[config.mk]
export PLATFORM = sky130hd
export DESIGN_NAME = sseg_digit_editor
export DESIGN_NICKNAME = d
export VERILOG_FILES = /design/src/rtl/sseg_pkg.sv /design/src/rtl/btn_debounce.sv /design/src/rtl/sseg_digit_editor.sv
export SDC_FILE = /design/constraint.sdc
export NUM_CORES = 1
export LEC_CHECK = 0
export BUFFER_PORTS_ARGS = -buffer_cell sky130_fd_sc_hd__buf_2
export CAP_MARGIN = 15
export CORE_MARGIN = 2
export CORE_UTILIZATION = 31
export CTS_CLUSTER_SIZE = 12
export DETAILED_ROUTE_END_ITERATION = 7
export PLACE_DENSITY = 0.57
export SLEW_MARGIN = 20
export SYNTH_ARGS = -nofsm -noshare
export SYNTH_HDL_FRONTEND = slang
export SYNTH_SLANG_ARGS = --single-unit
[constraint.sdc]
create_clock -name clk -period 4.3 [get_ports clk]
set_clock_uncertainty 0.15 [all_clocks]
set_input_delay 0.645 -clock clk [delete_from_list [all_inputs] [get_ports clk]]
set_output_delay 0.645 -clock clk [all_outputs]
set_load 0.05 [all_outputs]
[src/rtl/sseg_pkg.sv]
`default_nettype none
// sseg_pkg: shared constants, action encoding and hex-to-segment decode
// for the seven-segment digit editor. Rev 1.0

package sseg_pkg;

  localparam int NUM_DIGITS = 8;
  localparam int NUM_BTNS   = 4;

  localparam int BTN_L = 0;
  localparam int BTN_R = 1;
  localparam int BTN_U = 2;
  localparam int BTN_D = 3;

  typedef enum logic [2:0] {
    ACT_NONE  = 3'd0,
    ACT_LOAD  = 3'd1,
    ACT_UP    = 3'd2,
    ACT_DOWN  = 3'd3,
    ACT_LEFT  = 3'd4,
    ACT_RIGHT = 3'd5
  } action_t;

  // Active-low {dp,g,f,e,d,c,b,a}; dp is left off (bit 7 = 1).
  function automatic logic [7:0] hex_to_sseg(input logic [3:0] hex);
    logic [7:0] seg;
    case (hex)
      4'h0:    seg = 8'hC0;
      4'h1:    seg = 8'hF9;
      4'h2:    seg = 8'hA4;
      4'h3:    seg = 8'hB0;
      4'h4:    seg = 8'h99;
      4'h5:    seg = 8'h92;
      4'h6:    seg = 8'h82;
      4'h7:    seg = 8'hF8;
      4'h8:    seg = 8'h80;
      4'h9:    seg = 8'h90;
      4'hA:    seg = 8'h88;
      4'hB:    seg = 8'h83;
      4'hC:    seg = 8'hC6;
      4'hD:    seg = 8'hA1;
      4'hE:    seg = 8'h86;
      default: seg = 8'h8E;
    endcase
    return seg;
  endfunction

endpackage

`default_nettype wire

[src/rtl/btn_debounce.sv]
`default_nettype none
// btn_debounce: two-flop synchronizer, stable-window debouncer and
// registered rising-edge press pulse for one push-button. Rev 1.0

module btn_debounce #(
  parameter int DB_CNT_W = 20
) (
  input  logic clk,
  input  logic reset,
  input  logic raw,
  output logic level,
  output logic rise
);

  localparam logic [DB_CNT_W-1:0] CNT_MAX = '1;

  logic                sync_meta;
  logic                sync_out;
  logic                level_d;
  logic [DB_CNT_W-1:0] cnt;

  always_ff @(posedge clk or posedge reset) begin
    if (reset) begin
      sync_meta <= 1'b0;
      sync_out  <= 1'b0;
      cnt       <= '0;
      level     <= 1'b0;
      level_d   <= 1'b0;
      rise      <= 1'b0;
    end else begin
      sync_meta <= raw;
      sync_out  <= sync_meta;

      // Any return to agreement restarts the stable window from zero.
      if (sync_out == level) begin
        cnt <= '0;
      end else if (cnt == CNT_MAX) begin
        level <= ~level;
        cnt   <= '0;
      end else begin
        cnt <= cnt + 1'b1;
      end

      level_d <= level;
      rise    <= level & ~level_d;
    end
  end

endmodule

`default_nettype wire

[src/rtl/sseg_digit_editor.sv]
`default_nettype none
// sseg_digit_editor: 8-digit hex value editor driven by debounced buttons
// and an MMIO load port, feeding the seven-segment multiplexer. Rev 1.0

module sseg_digit_editor
  import sseg_pkg::*;
#(
  parameter int DB_CNT_W = 20
) (
  input  logic        clk,
  input  logic        reset,
  input  logic        btn_l,
  input  logic        btn_r,
  input  logic        btn_u,
  input  logic        btn_d,
  input  logic        load,
  input  logic [31:0] load_data,
  input  logic [7:0]  dp,
  output logic [31:0] value,
  output logic [2:0]  active_segment,
  output logic        changed,
  output logic [7:0]  in0,
  output logic [7:0]  in1,
  output logic [7:0]  in2,
  output logic [7:0]  in3,
  output logic [7:0]  in4,
  output logic [7:0]  in5,
  output logic [7:0]  in6,
  output logic [7:0]  in7
);

  logic [NUM_BTNS-1:0] raw_btn;
  logic [NUM_BTNS-1:0] press;
  logic [NUM_BTNS-1:0] unused_btn_level;

  assign raw_btn[BTN_L] = btn_l;
  assign raw_btn[BTN_R] = btn_r;
  assign raw_btn[BTN_U] = btn_u;
  assign raw_btn[BTN_D] = btn_d;

  for (genvar b = 0; b < NUM_BTNS; b++) begin : g_btn
    btn_debounce #(
      .DB_CNT_W (DB_CNT_W)
    ) u_debounce (
      .clk   (clk),
      .reset (reset),
      .raw   (raw_btn[b]),
      .level (unused_btn_level[b]),
      .rise  (press[b])
    );
  end

  action_t     action;
  logic [2:0]  cursor;
  logic [4:0]  digit_lsb;
  logic [3:0]  cur_digit;
  logic [31:0] value_next;

  // One action per cycle; lower-priority presses in the same cycle are lost.
  always_comb begin
    action = ACT_NONE;
    if (load)              action = ACT_LOAD;
    else if (press[BTN_U]) action = ACT_UP;
    else if (press[BTN_D]) action = ACT_DOWN;
    else if (press[BTN_L]) action = ACT_LEFT;
    else if (press[BTN_R]) action = ACT_RIGHT;
  end

  assign digit_lsb = {cursor, 2'b00};
  assign cur_digit = value[digit_lsb +: 4];

  always_comb begin
    value_next = value;
    case (action)
      ACT_LOAD: value_next = load_data;
      ACT_UP:   value_next[digit_lsb +: 4] = cur_digit + 4'd1;
      ACT_DOWN: value_next[digit_lsb +: 4] = cur_digit - 4'd1;
      default:  value_next = value;
    endcase
  end

  always_ff @(posedge clk or posedge reset) begin
    if (reset) begin
      value   <= '0;
      cursor  <= '0;
      changed <= 1'b0;
    end else begin
      value   <= value_next;
      changed <= (action == ACT_LOAD) || (action == ACT_UP) || (action == ACT_DOWN);
      case (action)
        ACT_LEFT:  cursor <= cursor + 3'd1;
        ACT_RIGHT: cursor <= cursor - 3'd1;
        default:   cursor <= cursor;
      endcase
    end
  end

  assign active_segment = cursor;

  logic [7:0] seg [NUM_DIGITS];

  for (genvar i = 0; i < NUM_DIGITS; i++) begin : g_digit
    assign seg[i] = hex_to_sseg(value[4*i +: 4]) & {~dp[i], 7'h7F};
  end

  assign in0 = seg[0];
  assign in1 = seg[1];
  assign in2 = seg[2];
  assign in3 = seg[3];
  assign in4 = seg[4];
  assign in5 = seg[5];
  assign in6 = seg[6];
  assign in7 = seg[7];

endmodule

`default_nettype wire

==> flow_metrics.py <==
metrics = {
    "placed_design": {
        "io_buffer_count": 146,
        "dpl-instance-area_um2": 9760,
        "gp_congestion": 0.829,
        "hpwl_um": 15400,
        "post-place-cells": 1417,
    },
    "sta": {
        "max_freq_mhz": 303,
        "finalSetupTns_ns": 0,
        "fin_crit_ns": 3.30,
        "slew_viol_final": 0,
        "fin_crit_sh": 0.767,
        "maxSlewHeadroom": 0.402,
        "tightestPinTransition_ns": 0.890,
        "hold_viol": 0,
        "finalSetupViolCount": 0,
        "rsz0062_at_grt": "no",
    },
    "pwr": {
        "leakage_nw": 4.72,
        "power_frac_clock": 0.370,
        "internal-power_w": 0.00241,
        "comb_power_share": 0.254,
        "max-vdd-ir-drop_uv": 290,
        "p_sw_frac": 0.369,
        "power.density_nw_per_um2": 370,
        "switchingPower_w": 0.00141,
        "pwr-share-seq": 0.376,
    },
    "critical_path": {
        "cp.required_ns": 4.45,
        "r2r_end": "value[17]$_DFFE_PP0P_",
        "cp_num_buf_inv": 0,
        "r2r_start": "active_segment[0]$_DFFE_PP0P_",
        "critPathKind": "flop to flop",
        "cp_slowest_cell": "dfrtp_1",
        "path_delay_family": "multiplexers",
        "critPathCaptureType": "flop",
        "reg2reg_depth": 7,
        "r2r_slack_ns": 1.00,
        "crit_chain": "mux4_2 -> mux2i_4 -> ha_1 -> and2_1 -> o21ai_1 -> nor2_1 -> a221o_1",
        "start_kind": "flop",
        "arrival_ns": 3.45,
        "startpoint": "active_segment[0]$_DFFE_PP0P_",
        "crit_cells": 7,
        "cp_max_fo": 17,
        "endpoint": "value[17]$_DFFE_PP0P_",
        "critPathMaxStageDelay_ns": 0.77,
    },
    "hold_path": {
        "hold_class": "input pin to flop",
    },
    "layout": {
        "drive_above_1_share": 0.212,
        "finalInstanceArea_um2": 10300,
        "fin_nets": 1165,
        "diodes": 0,
        "area_growth_pct": 19.2,
        "final_cells": 1449,
    },
    "clocking": {
        "ctsHoldBuffers": 0,
        "clock_path_buffers": 2,
        "root_buffer": "clkbuf_16",
        "cts_tree": "built",
        "cts_made_buffers": 17,
        "insertion_delay_ns": 0.42,
        "clkSinkCount": 136,
        "htree_num_levels": 4,
        "postCtsSetupRepairBufs": 0,
        "cts-resized-gates": 0,
        "clk_pin_slew_ns": 0.06,
    },
    "yosys": {
        "synthTopCellsByArea": "dfrtp_1 (39%), ha_1 (8.5%), nor2_1 (6.3%), xor2_1 (4.1%), mux4_2 (3.9%)",
        "synthMostInstantiatedCell": "nor2_1",
        "yosys-top-cells-count": "nor2_1 (146), dfrtp_1 (136), nand2_1 (90), ha_1 (59), inv_1 (49)",
        "postSynthCellCount": 926,
        "ys_warn_count": 0,
        "netlist.area_leader.share": 0.393,
        "syn_area_um2": 8660,
        "seq_area_frac_synth": 0.393,
        "synth-async-reset-ratio": 1.00,
        "yosysTopAreaCell": "dfrtp_1",
        "syn_avg_cell_area_um2": 9.36,
        "synth-main-ff-cell": "dfrtp_1",
        "yosysUniqueCellTypes": 60,
        "synth_edf_count": 0,
        "yosys_register_bits": 136,
        "syn_nets": 1033,
    },
    "grt": {
        "grt_pass1_wl_um": 34000,
        "overflow": 0,
        "first_global_vias": 6658,
        "grt_max_degree": 137,
        "grt_antenna_before_repair": 0,
        "track_usage": 0.145,
    },
    "floorplanning": {
        "die_width_um": 171,
        "start_util": 0.314,
        "die_y_um": 171,
        "core_area_um2": 27600,
        "std_cell_rows": 61,
        "fp.dieArea_um2": 29300,
        "ioPinCount": 147,
    },
    "detailed_routing": {
        "finalWirelength_um": 21200,
        "wl_per_cell_um": 14.6,
        "drt-initial-drc-count": 373,
        "vias": 6995,
        "first_pass_iters": 5,
        "ant_nets": 0,
        "drt-vias-per-instance": 4.83,
        "drc": 0,
    },
    "flow_run": {
        "max-cap-violations": 0,
    },
    "run_status": {
        "outcome": "finished clean",
    },
}
==> metrics by stage <==
stage	utilization	hold WS, ns	total power [W]	setup slack (ns)
after floorplan	-	0.181	0.00219	0.969
after CTS	0.374	0.159	0.00387	0.998
after detailed placement	0.353	0.186	0.00243	1.01
after global routing	0.374	0.160	0.00399	0.841
final	0.374	0.177	0.00382	1.00
after global placement	0.353	0.184	0.00243	1.09
==> power groups by stage <==
stage / clock (W) / sequential (W) / combinational (W)
after floorplan: 0 / 0.00149 / 0.000696
after global placement: 0 / 0.00146 / 0.000972
after detailed placement: 0 / 0.00146 / 0.000973
after CTS: 0.00145 / 0.00144 / 0.000976
after global routing: 0.00150 / 0.00145 / 0.00104
final: 0.00141 / 0.00144 / 0.000967
==> area by class of cell <==
class | instances | area, um^2
timing repair buffer | 150 | 773
sequential | 136 | 3400
fill | 2814 | 17300
tap | 378 | 473
multi-input combinational | 700 | 4900
clock inverter | 14 | 139
clock buffer | 18 | 429
inverter | 53 | 203
==> worst min path at each step <==
stage,start,end,slack (ns),cells after the start
final,btn_l,g_btn[0].u_debounce.sync_meta$_DFF_PP0_,0.18,1
after global placement,g_btn[0].u_debounce.sync_meta$_DFF_PP0_,g_btn[0].u_debounce.sync_out$_DFF_PP0_,0.18,0
after global routing,btn_l,g_btn[0].u_debounce.sync_meta$_DFF_PP0_,0.16,1
after CTS,btn_l,g_btn[0].u_debounce.sync_meta$_DFF_PP0_,0.16,1
after detailed placement,g_btn[1].u_debounce.sync_meta$_DFF_PP0_,g_btn[1].u_debounce.sync_out$_DFF_PP0_,0.19,0
after floorplan,g_btn[0].u_debounce.sync_meta$_DFF_PP0_,g_btn[0].u_debounce.sync_out$_DFF_PP0_,0.18,0
==> placed cells by master, fill, tap and decap left out, types with 16 or more instances in the layout <==
cell type,n
mux2i_1,22
inv_1,48
o21ai_0,34
clkbuf_16,17
nand2_1,90
ha_1,59
nand3_1,33
buf_2,146
a21oi_1,21
nor2_1,146
dfrtp_1,136
xor2_1,41
nor2b_1,16
xnor2_1,38
==> layer usage <==
layer  GRT usage  up-vias  routed length [um]
li1            -     3471                   -
met1       0.202     3363               10100
met2       0.234      143                9870
met3      0.0239       18                 986
met4      0.0420        0                 242
met5           0        -                   0
==> sequential cells by signal, indices dropped and copies added (netlist names), 3 cells and up <==
register and count:
active_segment 3, value 32, g_btn.u_debounce.level_d 4, g_btn.u_debounce.sync_meta 4, g_btn.u_debounce.cnt 80, g_btn.u_debounce.rise 4, g_btn.u_debounce.level 4, g_btn.u_debounce.sync_out 4
==> cells by family (layout without fill, tap and decap cells) <==
| group | after synthesis | after routing | share of synthesized area |
|---|---|---|---|
| AND/OR/NAND/NOR | 373 | 373 | 0.202 |
| buffers and inverters | 90 | 235 | 0.0412 |
| XOR/XNOR | 79 | 79 | 0.0799 |
| adder cells (fa/ha/maj) | 60 | 60 | 0.0875 |
| flip-flops | 136 | 136 | 0.393 |
| AO/OA/AOI/OAI | 142 | 142 | 0.115 |
| multiplexers | 46 | 46 | 0.0813 |
Power figures use the tool's default switching activity.
